## src/rtl/load_align_extend_pkg.sv

```systemverilog
// Shared encodings for the load align/extend unit.
package load_align_extend_pkg;
    typedef enum logic [1:0] {
        SZ_B = 2'd0,
        SZ_H = 2'd1,
        SZ_W = 2'd2,
        SZ_D = 2'd3
    } size_e;

    // Byte offset to bit offset: multiply by 8.
    localparam int BYTE_SHIFT = 3;
endpackage

```

## src/rtl/load_align_extend_if.sv

```systemverilog
// Load-return stream in and extended result stream out.
interface load_align_extend_if #(
    parameter int DATA_WIDTH = 64,
    parameter int TAG_WIDTH  = 5
) ();
    localparam int OFF_WIDTH = $clog2(DATA_WIDTH / 8);

    logic                  in_valid;
    logic                  in_ready;
    logic [DATA_WIDTH-1:0] in_data;
    logic [OFF_WIDTH-1:0]  in_offset;
    logic [1:0]            in_size;
    logic                  in_signed;
    logic [TAG_WIDTH-1:0]  in_tag;
    logic                  out_valid;
    logic                  out_ready;
    logic [DATA_WIDTH-1:0] out_data;
    logic [TAG_WIDTH-1:0]  out_tag;
    logic                  out_err;

    modport slave (
        input  in_valid, in_data, in_offset, in_size, in_signed, in_tag, out_ready,
        output in_ready, out_valid, out_data, out_tag, out_err
    );

    modport master (
        output in_valid, in_data, in_offset, in_size, in_signed, in_tag, out_ready,
        input  in_ready, out_valid, out_data, out_tag, out_err
    );
endinterface

```

## src/rtl/load_align_extend_field_extract.sv

```systemverilog
// Combinational shift-down, mask, zero/sign extend and alignment check.
module load_field_extract
    import load_align_extend_pkg::*;
#(
    parameter int DATA_WIDTH = 64,
    parameter int OFF_WIDTH  = $clog2(DATA_WIDTH / 8)
) (
    input  logic [DATA_WIDTH-1:0] data,
    input  logic [OFF_WIDTH-1:0]  offset,
    input  logic [1:0]            size,
    input  logic                  sgn,
    output logic [DATA_WIDTH-1:0] result,
    output logic                  err
);
    logic [OFF_WIDTH+BYTE_SHIFT-1:0] sh_amt;
    logic [DATA_WIDTH-1:0]           shifted;
    logic [DATA_WIDTH-1:0]           mask;
    logic [OFF_WIDTH-1:0]            align;
    logic                            sign;
    logic                            too_wide;

    assign sh_amt  = {offset, {BYTE_SHIFT{1'b0}}};
    assign shifted = data >> sh_amt;

    always_comb begin
        mask     = '1;
        align    = '0;
        sign     = 1'b0;
        too_wide = 1'b0;
        case (size_e'(size))
            SZ_B: begin
                mask = DATA_WIDTH'(64'hFF);
                sign = sgn & shifted[7];
            end
            SZ_H: begin
                mask  = DATA_WIDTH'(64'hFFFF);
                align = OFF_WIDTH'(1);
                sign  = sgn & shifted[15];
            end
            SZ_W: begin
                mask  = DATA_WIDTH'(64'hFFFF_FFFF);
                align = OFF_WIDTH'(3);
                sign  = sgn & shifted[31];
            end
            SZ_D: begin
                // Full-width on 64-bit builds; illegal on 32-bit ones.
                align    = OFF_WIDTH'(7);
                too_wide = (DATA_WIDTH < 64);
            end
            default: ;
        endcase
        err    = (|(offset & align)) | too_wide;
        result = err ? '0 : ((shifted & mask) | ({DATA_WIDTH{sign}} & ~mask));
    end
endmodule

```

## src/rtl/load_align_extend.sv

```systemverilog
// Load align/extend stage: extractor at the input, main + skid result registers.
module load_align_extend
    import load_align_extend_pkg::*;
#(
    parameter int DATA_WIDTH = 64,
    parameter int TAG_WIDTH  = 5
) (
    input  logic                 clk,
    input  logic                 rst_n,
    load_align_extend_if.slave   bus
);
    localparam int OFF_WIDTH = $clog2(DATA_WIDTH / 8);

    typedef struct packed {
        logic [DATA_WIDTH-1:0] data;
        logic [TAG_WIDTH-1:0]  tag;
        logic                  err;
    } beat_t;

    beat_t nb, m_q, m_d, s_q, s_d;
    logic  m_vld_q, m_vld_d, s_vld_q, s_vld_d, rdy_q;
    logic  acc, drain;

    load_field_extract #(
        .DATA_WIDTH(DATA_WIDTH),
        .OFF_WIDTH (OFF_WIDTH)
    ) u_extract (
        .data  (bus.in_data),
        .offset(bus.in_offset),
        .size  (bus.in_size),
        .sgn   (bus.in_signed),
        .result(nb.data),
        .err   (nb.err)
    );
    assign nb.tag = bus.in_tag;

    assign acc   = bus.in_valid & rdy_q;
    assign drain = m_vld_q & bus.out_ready;

    // rdy_q is low whenever S is full, so accept and S->M promotion never coincide.
    always_comb begin
        m_d     = m_q;
        s_d     = s_q;
        m_vld_d = m_vld_q;
        s_vld_d = s_vld_q;
        if (drain) begin
            if (s_vld_q) begin
                m_d     = s_q;
                s_vld_d = 1'b0;
            end else begin
                m_vld_d = acc;
                if (acc) m_d = nb;
            end
        end else if (acc) begin
            if (!m_vld_q) begin
                m_d     = nb;
                m_vld_d = 1'b1;
            end else begin
                s_d     = nb;
                s_vld_d = 1'b1;
            end
        end
    end

    always_ff @(posedge clk) begin
        if (!rst_n) begin
            m_q     <= '0;
            s_q     <= '0;
            m_vld_q <= 1'b0;
            s_vld_q <= 1'b0;
            rdy_q   <= 1'b0;
        end else begin
            m_q     <= m_d;
            s_q     <= s_d;
            m_vld_q <= m_vld_d;
            s_vld_q <= s_vld_d;
            rdy_q   <= !s_vld_d;
        end
    end

    assign bus.in_ready  = rdy_q;
    assign bus.out_valid = m_vld_q;
    assign bus.out_data  = m_q.data;
    assign bus.out_tag   = m_q.tag;
    assign bus.out_err   = m_q.err;
endmodule
```

## src/flat_wrapper.sv

```systemverilog
// flat-port wrapper written by rule: the top's interface ports become plain ports
module load_align_extend_flat import load_align_extend_pkg::*;
#(
    parameter int DATA_WIDTH = 64,
    parameter int TAG_WIDTH  = 5
)
  (clk, rst_n, bus_in_valid, bus_in_data, bus_in_offset, bus_in_size, bus_in_signed, bus_in_tag, bus_out_ready, bus_in_ready, bus_out_valid, bus_out_data, bus_out_tag, bus_out_err);
  load_align_extend_if #(.DATA_WIDTH(DATA_WIDTH), .TAG_WIDTH(TAG_WIDTH)) bus_i ();
  input  logic clk;
  input  logic rst_n;
  input wire logic [$bits(bus_i.in_valid)-1:0] bus_in_valid;
  input wire logic [$bits(bus_i.in_data)-1:0] bus_in_data;
  input wire logic [$bits(bus_i.in_offset)-1:0] bus_in_offset;
  input wire logic [$bits(bus_i.in_size)-1:0] bus_in_size;
  input wire logic [$bits(bus_i.in_signed)-1:0] bus_in_signed;
  input wire logic [$bits(bus_i.in_tag)-1:0] bus_in_tag;
  input wire logic [$bits(bus_i.out_ready)-1:0] bus_out_ready;
  output wire logic [$bits(bus_i.in_ready)-1:0] bus_in_ready;
  output wire logic [$bits(bus_i.out_valid)-1:0] bus_out_valid;
  output wire logic [$bits(bus_i.out_data)-1:0] bus_out_data;
  output wire logic [$bits(bus_i.out_tag)-1:0] bus_out_tag;
  output wire logic [$bits(bus_i.out_err)-1:0] bus_out_err;
  assign bus_i.in_valid = bus_in_valid;
  assign bus_i.in_data = bus_in_data;
  assign bus_i.in_offset = bus_in_offset;
  assign bus_i.in_size = bus_in_size;
  assign bus_i.in_signed = bus_in_signed;
  assign bus_i.in_tag = bus_in_tag;
  assign bus_i.out_ready = bus_out_ready;
  assign bus_in_ready = bus_i.in_ready;
  assign bus_out_valid = bus_i.out_valid;
  assign bus_out_data = bus_i.out_data;
  assign bus_out_tag = bus_i.out_tag;
  assign bus_out_err = bus_i.out_err;
  load_align_extend #(.DATA_WIDTH(DATA_WIDTH), .TAG_WIDTH(TAG_WIDTH)) u_core (.clk(clk), .rst_n(rst_n), .bus(bus_i));
endmodule
```

## config.mk

```make
export PLATFORM = sky130hd
export DESIGN_NAME = load_align_extend_flat
export DESIGN_NICKNAME = d
export VERILOG_FILES = /design/src/rtl/load_align_extend_pkg.sv /design/src/rtl/load_align_extend_if.sv /design/src/rtl/load_align_extend_field_extract.sv /design/src/rtl/load_align_extend.sv /design/src/flat_wrapper.sv
export SDC_FILE = /design/constraint.sdc
export NUM_CORES = 1
export LEC_CHECK = 0
export CORE_MARGIN = 1.5
export CORE_UTILIZATION = 35
export DETAILED_ROUTE_END_ITERATION = 12
export PLACE_DENSITY_LB_ADDON = 0.12
export SLEW_MARGIN = 0
export SYNTH_ARGS = -nofsm -noshare
export SYNTH_HDL_FRONTEND = slang
export SYNTH_HIERARCHICAL = 1
export SYNTH_SLANG_ARGS = --single-unit
```

## constraint.sdc

```tcl
create_clock -name clk -period 3.1 [get_ports clk]
set_input_delay 0.775 -clock clk [delete_from_list [all_inputs] [get_ports clk]]
set_output_delay 0.775 -clock clk [all_outputs]
set_load 0.005 [all_outputs]
```

==> results of run 1 <==
## sequential cells by signal, summed over array words and instances, names as in the netlist
register	cells
u_core/bus.out_data	64
u_core/bus.out_err	1
u_core/s_vld_q	1
u_core/s_q	70
u_core/bus.out_valid	1
u_core/bus.in_ready	1
u_core/bus.out_tag	5
## stage by stage
step | setup WS [ps] | hold WS [ps]
after CTS | 250 | 468
after global placement | -180 | 444
after detailed placement | -202 | 453
after floorplan | 431 | 435
after global routing | 102 | 485
final | 216 | 462
## layout make-up
cell class                      instances  area [µm²]  area share, %
Clock inverter                         12         135           1.16
Inverter                                8        30.0          0.259
Sequential cell                       143        2870           24.7
Multi-Input combinational cell        958        5450           46.9
Clock buffer                           19         433           3.73
Tap cell                              330         413           3.56
Timing Repair Buffer                  227        2290           19.7
## layer usage
metal  GRT usage (%)  vias up
met4            8.05        0
met1            35.6     4449
li1                -     4652
met5               0        -
met2            38.1      340
met3            3.80       39
## worst max-delay path, delay by kind of cell
family	cells	cell delay (ps)
AO/OA/AOI/OAI	5	1050
AND/OR/NAND/NOR	2	670
buffers and inverters	2	710
## cell usage in the layout (no fill, tap or decap), drive strengths merged, types with 2 or more instances in the layout
master / Yosys / layout
a21oi: 59 / 59
nand3: 77 / 77
clkbuf: 94 / 19
o22ai: 3 / 3
and2: 71 / 71
o211ai: 13 / 13
a221oi: 3 / 3
nand2b: 6 / 6
ha: 5 / 5
o21ai: 292 / 292
mux2i: 32 / 32
a22o: 2 / 2
clkdlybuf4s50: 0 / 147
dfxtp: 143 / 143
nor2: 105 / 105
inv: 8 / 11
a211oi: 104 / 104
nor3: 16 / 16
buf: 38 / 80
nor2b: 9 / 9
mux2: 24 / 24
and3: 2 / 2
nand2: 122 / 122
clkinv: 0 / 6
bufinv: 0 / 2
## kinds of logic after synthesis
group	share of synthesized area, %
compound gates	31.4
fa+ha+maj	0.705
buf+inv	6.63
flops	32.3
mux	6.91
simple gates	22.1
## path summary, 6_finish.rpt
check / slack, ps / startpoint / cells after the start / to
max: 220 / bus_in_offset[2] / 9 / u_core/bus.out_data[10]
min: 460 / u_core/s_q[6] / 2 / u_core/s_q[6]
max reg2reg: 1180 / u_core/s_vld_q / 4 / u_core/bus.out_data[2]
min reg2reg: 460 / u_core/s_q[6] / 2 / u_core/s_q[6]
## where the power goes
group | internal [mW] | switching (mW) | leakage [nW]
logic | 0.520 | 0.625 | 2.63
clock network | 1.19 | 0.882 | 0.278
registers | 1.91 | 0.0635 | 1.16
total | 3.62 | 1.57 | 4.07
==> summary.md, run 1 <==
| Metric | Value |
|---|---|
| Status | `complete, no violations` |
| Yosys synthesis warning count | `6` |
| Post-DP Area | `about 11,000 µm²` |
| Antenna viol nets, final | `0` |
| Max Cap Violations | `0` |
| Clk_lat worst skew | `430 ps` |
| # resized after CTS | `0` |
| Vias in the first global route | `8,620` |
| Largest net degree at the start of global routing | `72` |
| Setup Fix Bufs, Post-CTS | `0` |
| Setup crit end kind | `register` |
| Diodes inserted | `0` |
| Post-route cell area | `approximately 12,000 µm²` |
| Final Net Count | `1,439` |
| Top Metal Used | `met4` |
| Max Root-Sink Buffers | `2` |
| WP data required | `3450 ps` |
| Ys async rst share | `0%` |
| Final core occ | `a little under half` |
| P per Cell Area | `between 400 and 500 nW/µm²` |
| Via-to-Cell Ratio | `between 5 and 6` |
| Period minus WS final | `2880 ps` |
| Hpwl dp | `21,500 µm` |
| Worst Path Arrival | `3240 ps` |
| Fin cells | `~1,700` |
| Share of the synthesized area in the top cell type | `32.3%` |
| CORE AREA | `roughly 25,000 µm²` |
| Num rows | `between 50 and 60` |
| Die width | `162 µm` |
| Avg Synthesized Cell Area | `~7.2 µm²` |
| Setup_tns | `0 ps` |
| Sequential cell area fraction in the yosys report | `32.3%` |
| Max Slew Vio Count | `0` |
| Remaining Overflow, GRT | `0` |
| Final period util | `between 90% and 100%` |
| LEAKAGE | `roughly 4 nW` |
| CP max stage delay | `520 ps` |
| DRC | `0` |
| Mapped Area | `8880 µm²` |
| Synth area leaders | `dfxtp_1 (32%), o21ai_0 (16%), a211oi_1 (8.8%)` |
| Crit Path Category | `in2reg` |
| Worst-path clk slew | `approximately 70 ps` |
| Slowest CP cell | `clkdlybuf4s50_1` |
| Wire per inst | `just under 20 µm` |
| DR pass1 iterations | `5` |
| Count of flip-flops with a built-in enable after synthesis | `0` |
| GRT Util Overall | `between 20% and 30%` |
| Worst VDD drop | `about 310 µV` |
| Die H | `162 µm` |
| Number of register bits inferred by synthesis | `between 100 and 150` |
| Buffers on Ports | `150` |
| Vias | `9,480` |
| CTS hold repair buffers | `0` |
| Most used DFF post-synth | `dfxtp_1` |
| Wl on met1 | `between 15,000 and 20,000 µm` |
| Starting Density | `35.5%` |
| DR iter-0 viols | `roughly 750` |
| DIE AREA | `around 26,000 µm²` |
| Synth area leader | `dfxtp_1` |
| Count leader, synth | `o21ai_0` |
| Filler cell count in the final layout | `between 2,000 and 3,000` |
| Worst relative slew slack | `between 50% and 60%` |
| Total power | `between 5 and 6 mW` |
| Syn nets | `1,325` |
| Detailed Route WL | `roughly 33,000 µm` |
| CTS tree | `done` |
| I/O Pins | `between 150 and 200` |
| Metal3 WL | `~2100 µm` |
| Htree depth | `4` |
| RSZ-0062 raised after global routing | `no` |
| Most used cell, CP | `a211oi_1` |
| Hold Violations, Final | `0` |
| Met2 routed WL | `approximately 15,000 µm` |
| Clock Root Buffer | `clkbuf_16` |
| Clock skew | `~14 ps` |
| Unique masters post-synth | `43` |
| CP cell instances | `clkdlybuf4s50_1 -> or3b_1 -> o221ai_1 -> and3_1 -> o211ai_2 -> buf_12 -> a211oi_1 -> o21ai_0 -> a211oi_1` |
| Area growth from synthesis to layout | `30.8%` |
| GPL Wtd Cong | `between 0.9 and 1` |
| Crit path max fanout | `38` |
| Clk sinks | `around 140` |
| First-pass GRT wire length | `slightly above 50,000 µm` |
| Worst Hold Class | `reg2reg` |
| Initial antenna violation count | `0` |
| Worst slew pin tran | `about 660 ps` |
| Number of CTS-inserted buffers | `17` |
| Worst setup SP type | `input port` |
| Synth top cells by count | `o21ai_0 (292), dfxtp_1 (143), nand2_1 (122)` |
| Final setup viols | `0` |
| Placed Cells | `1,666` |
| Fraction of layout instances using a drive strength above 1 | `11.4%` |
| Mapped Cells | `1,241` |
| Max Clock Freq | `between 300 and 400 MHz` |
Power figures use the tool's default switching activity.
==> run 2, diff against run 1 <==
Settings changed: CTS_BUF_LIST set to sky130_fd_sc_hd__clkbuf_8, DONT_BUFFER_PORTS set to 1.
==> run 2 against run 1 <==
  * Global-route usage down 0.30 points
  * Clock skew increased by 5.0 ps
  * Fmax rose by 18%
  * Highest routed layer unchanged
==> summary.md, run 2 (synthesized netlist as in run 1, its figures left out) <==
| Metric | Value |
|---|---|
| Vias in the first global route | `7,700 (-11%)` |
| Post-DP Area | `9080 µm² (-18%)` |
| Clk_lat worst skew | `480 ps (+50 ps)` |
| Setup_tns | `0 ps (unchanged)` |
| DR iter-0 viols | `968 (+30%)` |
| Final period util | `78.6% (-14 points)` |
| GRT Util Overall | `24.6% (-0.30 points)` |
| RSZ-0062 raised after global routing | `no` |
| Final hold slack | `428 ps (-34.0 ps)` |
| FF-to-FF Start | `u_core/bus.out_valid` |
| Clock skew | `19.1 ps (+4.99 ps)` |
| Num rows | `58 (unchanged)` |
| DRC | `0 (unchanged)` |
| CTS hold repair buffers | `0 (unchanged)` |
| Via-to-Cell Ratio | `5.80 (+3.9%)` |
| DR pass1 iterations | `5 (unchanged)` |
| Filler cell count in the final layout | `2,669 (+5.3%)` |
| Worst Hold Path Cells | `2 (unchanged)` |
| Place WS | `224 ps (+425 ps)` |
| Wire per inst | `21.8 µm (+12%)` |
| Starting Density | `35.5% (unchanged)` |
| Setup Fix Bufs, Post-CTS | `0 (unchanged)` |
| Htree depth | `4 (unchanged)` |
| Critical R2R Capture | `u_core/bus.out_data[5]` |
| LEAKAGE | `3.16 nW (-22%)` |
| Crit Path Category | `in2reg` |
| Most common cell after layout, fill and taps aside | `o21ai_0` |
| P per Cell Area | `450 nW/µm² (+0.67%)` |
| Register-to-register setup slack | `930 ps (-250 ps)` |
| I/O Pins | `151 (unchanged)` |
| Largest net degree at the start of global routing | `214 (+200%)` |
| Worst slew pin tran | `1060 ps (+395 ps)` |
| Worst Reg2Reg Path Length in Cells | `5 (+1)` |
| Detailed Route WL | `32,800 µm (-0.52%)` |
| Max Clock Freq | `411 MHz (+18%)` |
| Max Slew Vio Count | `0 (unchanged)` |
| # resized after CTS | `0 (unchanged)` |
| Hold Violations, Final | `0 (unchanged)` |
| DIE AREA | `26,300 µm² (unchanged)` |
| Final WS setup | `665 ps (+449 ps)` |
| Hold Path End | `u_core/s_q[4]` |
| Worst-path clk slew | `110 ps (+40 ps)` |
| Min-Delay Startpoint | `bus_in_tag[3]` |
| Final setup viols | `0 (unchanged)` |
| CTS tree | `done` |
| Worst relative slew slack | `29.2% (-27 points)` |
| Area growth from synthesis to layout | `6.84%` |
| Crit path max fanout | `69 (+82%)` |
| Worst VDD drop | `248 µV (-19%)` |
| Initial antenna violation count | `0 (unchanged)` |
| Clock Root Buffer | `clkbuf_8` |
| Die H | `162 µm (unchanged)` |
| Clk sinks | `143 (unchanged)` |
| Max FFs per register | `70 (unchanged)` |
| Setup crit end kind | `register` |
| Die width | `162 µm (unchanged)` |
| Fraction of layout instances using a drive strength above 1 | `9.55% (-1.9 points)` |
| Worst setup SP type | `input port` |
| Most frequent cells in the layout | `o21ai_0 (292), dfxtp_1 (141), nand2_1 (120), nor2_1 (105), a211oi_1 (104)` |
| Max Root-Sink Buffers | `2 (unchanged)` |
| Final Net Count | `1,244 (-14%)` |
| Max Cap Violations | `0 (unchanged)` |
| Buffers on Ports | `0 (-100%)` |
| Period minus WS final | `2440 ps (-449 ps)` |
| Hpwl dp | `21,000 µm (-2.5%)` |
| Vias | `8,727 (-7.9%)` |
| First-pass GRT wire length | `49,400 µm (-2.6%)` |
| Remaining Overflow, GRT | `0 (unchanged)` |
| Worst Hold Class | `in2reg` |
| Number of CTS-inserted buffers | `17 (unchanged)` |
| Status | `complete, no violations` |
| Antenna viol nets, final | `0 (unchanged)` |
| GPL Wtd Cong | `0.897 (-5.6%)` |
| WP data required | `3490 ps (+40 ps)` |
| Worst Path Arrival | `2820 ps (-420 ps)` |
| Post-route cell area | `9480 µm² (-18%)` |
| Biggest register | `u_core/s_q` |
| CORE AREA | `25,000 µm² (unchanged)` |
-- run 2: cell count changes in the layout (fill, tap and decap cells not counted), sizes merged, moves of 2 or more --
| cell | change |
|---|---|
| buf | -48 |
| clkinv | -2 |
| clkdlybuf4s50 | -147 |
| inv | +4 |
-- run 2: worst max path at each step --
stage                startpoint                 endpoint  cells after the start
2_1_floorplan  bus_in_offset[1]  u_core/bus.out_data[10]                     10
3_3_place_gp   bus_in_offset[0]   u_core/bus.out_data[8]                      8
3_5_place_dp   bus_in_offset[0]   u_core/bus.out_data[8]                      8
4_1_cts        bus_in_offset[0]   u_core/bus.out_data[8]                      8
5_1_grt        bus_in_offset[0]  u_core/bus.out_data[10]                      8
6_report       bus_in_offset[0]   u_core/bus.out_data[8]                      8
-- run 2: per-stage QoR --
step | cells | util (%) | power (mW)
2_1_floorplan | 1241 | - | 2.58
5_1_grt | 1503 | 37.9 | 4.46
6_report | 1504 | 37.9 | 4.27
3_5_place_dp | 1471 | 36.3 | 2.73
3_3_place_gp | 1471 | 36.3 | 2.73
4_1_cts | 1503 | 37.9 | 4.30
-- run 2: critical path: stages --
cell,delay [ps]
mux2i_1,140
mux4_2,540
nand2b_2,150
o211ai_2,100
buf_4,300
a211oi_1,390
o21ai_0,150
a211oi_1,250
-- run 2: area by class of cell --
cell class	instances	area (µm²)	area share (%)
timing repair buffer	32	328	3.46
clock buffer	18	248	2.61
sequential	143	2870	30.2
inverter	8	30.0	0.317
antenna	1	2.50	0.0264
multi-input combinational	958	5450	57.4
clock inverter	14	149	1.57
tap	330	413	4.35
-- run 2: power by group --
part	internal, mW	switching [mW]	total [mW]
Clock	0.686	0.887	1.57
Combinational	0.251	0.457	0.708
Sequential	1.91	0.0775	1.99
Total	2.85	1.42	4.27
-- run 2: routing by layer --
metal  track usage [%]  wire [µm]  up-vias
met4              6.71        635        0
li1                  -          -     4245
met3              7.23       2880       35
met2              36.2      14100      320
met1              34.7      15200     4127
met5                 0          0        -
==> patch 1 (config.mk and constraints of run 1) <==
Register the output `bus.out_err`, without a reset; this adds one clock of latency there.
--- a/src/rtl/load_align_extend.sv
+++ b/src/rtl/load_align_extend.sv
@@ -84,3 +84,5 @@
     assign bus.out_tag   = m_q.tag;
-    assign bus.out_err   = m_q.err;
+    always_ff @(posedge clk) begin
+        bus.out_err <= m_q.err;
+    end
 endmodule
Function: changed (Yosys sat finds a counterexample within 4 cycles, from zero or initial values and one cycle with rst_n low).
==> patch 1 against run 1 <==
Power up 0.15%. Design area down 0.11%. Via count down 0.35%. Wire length up 2.1%. Combinational power about the same. Synthesized area up 6.1%. Core utilization down 2.1 points. Fmax up 4.8%. Sequential cell count up 1. Worst setup slack better by 130 ps. Cell count unchanged. Die area up 5.9%. Critical path type unchanged.
==> patch 1: results (changes against run 1) <==
| Metric | Value |
|---|---|
| Vias/cell | `5.57 (-0.35%)` |
| Biggest register | `u_core/s_q` |
| Synth Area in XOR/XNOR | `0% (unchanged)` |
| Worst EP arrival | `3090 ps (-150 ps)` |
| WL/cell | `19.8 um (+2.1%)` |
| WL met1 | `16,300 um (+6.1%)` |
| Skew-Pair Late Insertion Delay | `420 ps` |
| Grt ovf | `0 (unchanged)` |
| Root Driver | `clkbuf_16` |
| Max reg flops | `70 (unchanged)` |
| Fillers | `2,598 (+2.5%)` |
| Total CTS buffers | `17 (unchanged)` |
| Worst slack at placement | `-78.7 ps (+123 ps)` |
| Multiplexer share of the synthesized area | `6.51% (-0.39 points)` |
| Routability cong. | `0.860 (-9.5%)` |
| Number of global-route vias before repair | `8,479 (-1.6%)` |
| CP max stage delay | `510 ps` |
| Compound-Gate Fraction of Synth Area | `29.7% (-1.8 points)` |
| Grt met1 use | `35.6% (about the same)` |
| Largest family of logic cells by synthesized area | `compound AO/OA/AOI/OAI gates` |
| Dpl hpwl | `21,300 um (-1.0%)` |
| Met2 usage | `35.7% (-2.4 points)` |
| Drt first pass iters | `5 (unchanged)` |
| # nets final | `1,433 (-0.42%)` |
| Residual DRC | `0 (unchanged)` |
| VDD IR-drop max | `326 uV (+6.7%)` |
| LEAKAGE | `4.05 nW (-0.54%)` |
| DR WL met3 | `2080 um (-1.8%)` |
| CTS resizes | `0 (unchanged)` |
| Top cell types by occurrence after synthesis | `292 x o21ai_0, 144 x dfxtp_1, 122 x nand2_1, 105 x nor2_1, 104 x a211oi_1` |
| Clock buffer depth | `2 (unchanged)` |
| R2R cell count | `3 (-1)` |
| Yosys warnings | `6 (unchanged)` |
| Worst Max-Slew Pin Slew | `802 ps (+139 ps)` |
| I/O Buffers | `150 (unchanged)` |
| Max stage delay cell, worst path | `clkdlybuf4s50_1` |
| Largest net degree at the start of global routing | `141 (+96%)` |
| H-tree levels | `4 (unchanged)` |
| Post-synthesis adder-cell area fraction | `0.665% (-0.040 points)` |
| Async set-reset flop share out of synthesis | `0% (unchanged)` |
| First-pass GRT wire length | `52,000 um (+2.5%)` |
| Clock Skews | `7.27 ps (-6.82 ps)` |
| Worst Path Max Fanout | `39 (+2.6%)` |
| Met2 wire len | `15,100 um (+2.0%)` |
| Hold path cells | `0 (-2)` |
| Antenna violations before repair | `0 (unchanged)` |
| Post-synth top area cell | `dfxtp_1` |
| Post-synthesis sequential area ratio | `30.6% (-1.6 points)` |
| Layout cells sized above 1 | `11.1% (-0.33 points)` |
| Top cells by area, synth | `dfxtp_1 31%, o21ai_0 16%, a211oi_1 8.3%` |
| GRT Total Usage | `23.8% (-1.1 points)` |
| Postcts setup bufs | `0 (unchanged)` |
| 1st-iter DRT viols | `991 (+33%)` |
| Grt met3 use | `3.90% (+0.092 points)` |
| Run status | `complete, no violations` |
-- patch 1: worst paths after layout --
| kind | end | slack [ps] | startpoint |
|---|---|---|---|
| worst max-delay path | u_core/bus.out_data[10]$_SDFFE_PN0P_ | 350 | bus_in_data[39] |
| worst min-delay path | u_core/bus.out_err$_DFF_P_ | 380 | u_core/m_q[0]$_SDFFE_PN0P_ |
| worst max register to register | u_core/m_q[0]$_SDFFE_PN0P_ | 1400 | u_core/bus.out_valid$_SDFFE_PN0P_ |
| worst min register to register | u_core/bus.out_err$_DFF_P_ | 380 | u_core/m_q[0]$_SDFFE_PN0P_ |
-- patch 1: report_power, final --
group / leakage [nW] / internal [W] / switching (W) / total [W]
Clock: 0.283 / 0.00121 / 0.000851 / 0.00206
Sequential: 1.17 / 0.00193 / 0.0000639 / 0.00199
Combinational: 2.59 / 0.000516 / 0.000635 / 0.00115
-- patch 1: critical path, delay by kind of cell --
| family | cells | cell delay, ps |
|---|---|---|
| compound gates | 4 | 820 |
| buf+inv | 2 | 710 |
| mux | 2 | 620 |
| simple gates | 1 | 130 |
-- patch 1: per-stage QoR --
stage / area (um^2) / power, W / std cells
6_report: 11600 / 0.00520 / 1697
5_1_grt: 11600 / 0.00544 / 1697
4_1_cts: 11600 / 0.00525 / 1697
3_5_place_dp: 11000 / 0.00317 / 1665
3_3_place_gp: 11000 / 0.00317 / 1665
2_1_floorplan: 9410 / 0.00267 / 1311
-- patch 1: layout make-up --
type / count / share of cell area, %
well taps: 335 / 3.61
flip-flops and latches: 144 / 24.9
repair buffers: 220 / 19.3
clock inverters: 13 / 1.20
inverters: 8 / 0.259
multi-input cells: 958 / 47.0
clock buffers: 19 / 3.82
==> patch 2 (flow settings as in run 1) <==
Without the edit above. `BYTE_SHIFT`: 3 -> 2.
--- a/src/rtl/load_align_extend_pkg.sv
+++ b/src/rtl/load_align_extend_pkg.sv
@@ -10,3 +10,3 @@
     // Byte offset to bit offset: multiply by 8.
-    localparam int BYTE_SHIFT = 3;
+    localparam int BYTE_SHIFT = 2;
 endpackage
Behaviour: not the same (a bounded check fails within 4 cycles, from zero or initial values and one cycle with rst_n low).
==> patch 2 against run 1 <==
Register-to-register slack improved by 20 ps. Via count down 3.2%. Design area up 2.1%. Wire length shrank 2.2%. Synthesized area increased by 3.1%. Critical endpoint is now u_core/bus.out_data[48]$_SDFFE_PN0P_. Highest routed layer unchanged. Non-clock buffer count shrank 17. Power up 6.2%. Sequential cell count unchanged. Worst setup slack lost 16 ps.
==> patch 2: results (changes against run 1) <==
| Metric | Value |
|---|---|
| Multiplexer share of the synthesized area | `15.0% (+8.1 points)` |
| Placed inst area | `11,200 um^2 (+1.3%)` |
| Synth cell types | `37 (-14%)` |
| Top cells by area, synth | `dfxtp_1 31%, o21ai_0 16%, mux2i_1 7.8%` |
| Hold WS | `463 ps (+1.02 ps)` |
| Clock Skews | `9.94 ps (-4.15 ps)` |
| Number of global-route vias before repair | `8,523 (-1.1%)` |
| Flop2flop setup slack | `1200 ps (+20 ps)` |
| # nets final | `1,380 (-4.1%)` |
| 1st-iter DRT viols | `920 (+23%)` |
| VDD IR-drop max | `245 uV (-20%)` |
| Top cell types by occurrence after synthesis | `298 x o21ai_0, 143 x dfxtp_1, 93 x clkbuf_1, 92 x nor2_1, 85 x nand2_1` |
| P_comb | `0.00119 W (+3%)` |
| Setup crit end | `u_core/bus.out_data[48]$_SDFFE_PN0P_` |
| Post-synthesis adder-cell area fraction | `0.684% (-0.021 points)` |
| Crit path max-delay family | `compound AO/OA/AOI/OAI gates` |
| Run status | `complete, no violations` |
| Worst R2R End | `u_core/bus.out_data[55]$_SDFFE_PN0P_` |
| Total CTS buffers | `17 (unchanged)` |
| Fillers | `2,524 (-0.43%)` |
| GRT Total Usage | `24.2% (-0.74 points)` |
| Internal Power | `0.00395 W (+9.2%)` |
| Top FF cell, synth | `dfxtp_1` |
| Critical R2R Launch | `u_core/bus.out_valid$_SDFFE_PN0P_` |
| Max reg flops | `70 (unchanged)` |
| Post-layout instance count excluding filler cells | `1,639 (-3.4%)` |
| Rel. slew slack | `51.5% (-4.4 points)` |
| R2R cell count | `5 (+1)` |
| Dpl hpwl | `20,500 um (-4.6%)` |
| Max stage delay cell, worst path | `mux4_2` |
| Hold Crit Endpoint | `u_core/s_q[20]$_SDFFE_PN0P_` |
| Syn avg cell area | `7.69 um^2 (+7.6%)` |
| Routability cong. | `0.855 (-10%)` |
| Compound-Gate Fraction of Synth Area | `29.2% (-2.3 points)` |
| H-tree levels | `4 (unchanged)` |
| Synth Net Count | `1,273 (-3.9%)` |
| Worst Path Max Fanout | `14 (-63%)` |
| LEAKAGE | `4.22 nW (+3.8%)` |
| Routed WL | `32,300 um (-2.2%)` |
| Post-synthesis sequential area ratio | `31.3% (-0.96 points)` |
| Vias/cell | `5.60 (+0.26%)` |
| Total power draw | `0.00551 W (+6.2%)` |
| First-pass GRT wire length | `50,000 um (-1.6%)` |
| Worst slack at placement | `-266 ps (-64.6 ps)` |
| Worst Setup SP | `bus_in_data[27]` |
| Largest net degree at the start of global routing | `141 (+96%)` |
| CP max stage delay | `540 ps (+20 ps)` |
patch 2: cell types whose count changed after synthesis, sizes merged, moves of 4 or more:
cell    change
o211ai     -11
nor3       -13
buf         -9
a211oi     -27
mux2       -19
nor2       -13
mux4       +26
a21oi      +11
nand2      -37
mux2i      +39
o21ai       +8
nand3       -4
patch 2: per-layer routing:
metal  GRT usage, %  part of all wire, %  up-vias
li1               -                    -     4480
met1           34.1                   47     4378
met2           37.6                   46      286
met3           3.89                  5.3       36
met4           7.58                  2.0        0
met5              0                    0        -
patch 2: area by class of cell:
| class | instances | share of cell area (%) |
|---|---|---|
| multi-input cells | 917 | 48.7 |
| flip-flops and latches | 143 | 24.2 |
| repair buffers | 210 | 17.9 |
| clock buffers | 23 | 4.03 |
| well taps | 330 | 3.48 |
| clock inverters | 9 | 1.52 |
| inverters | 7 | 0.222 |
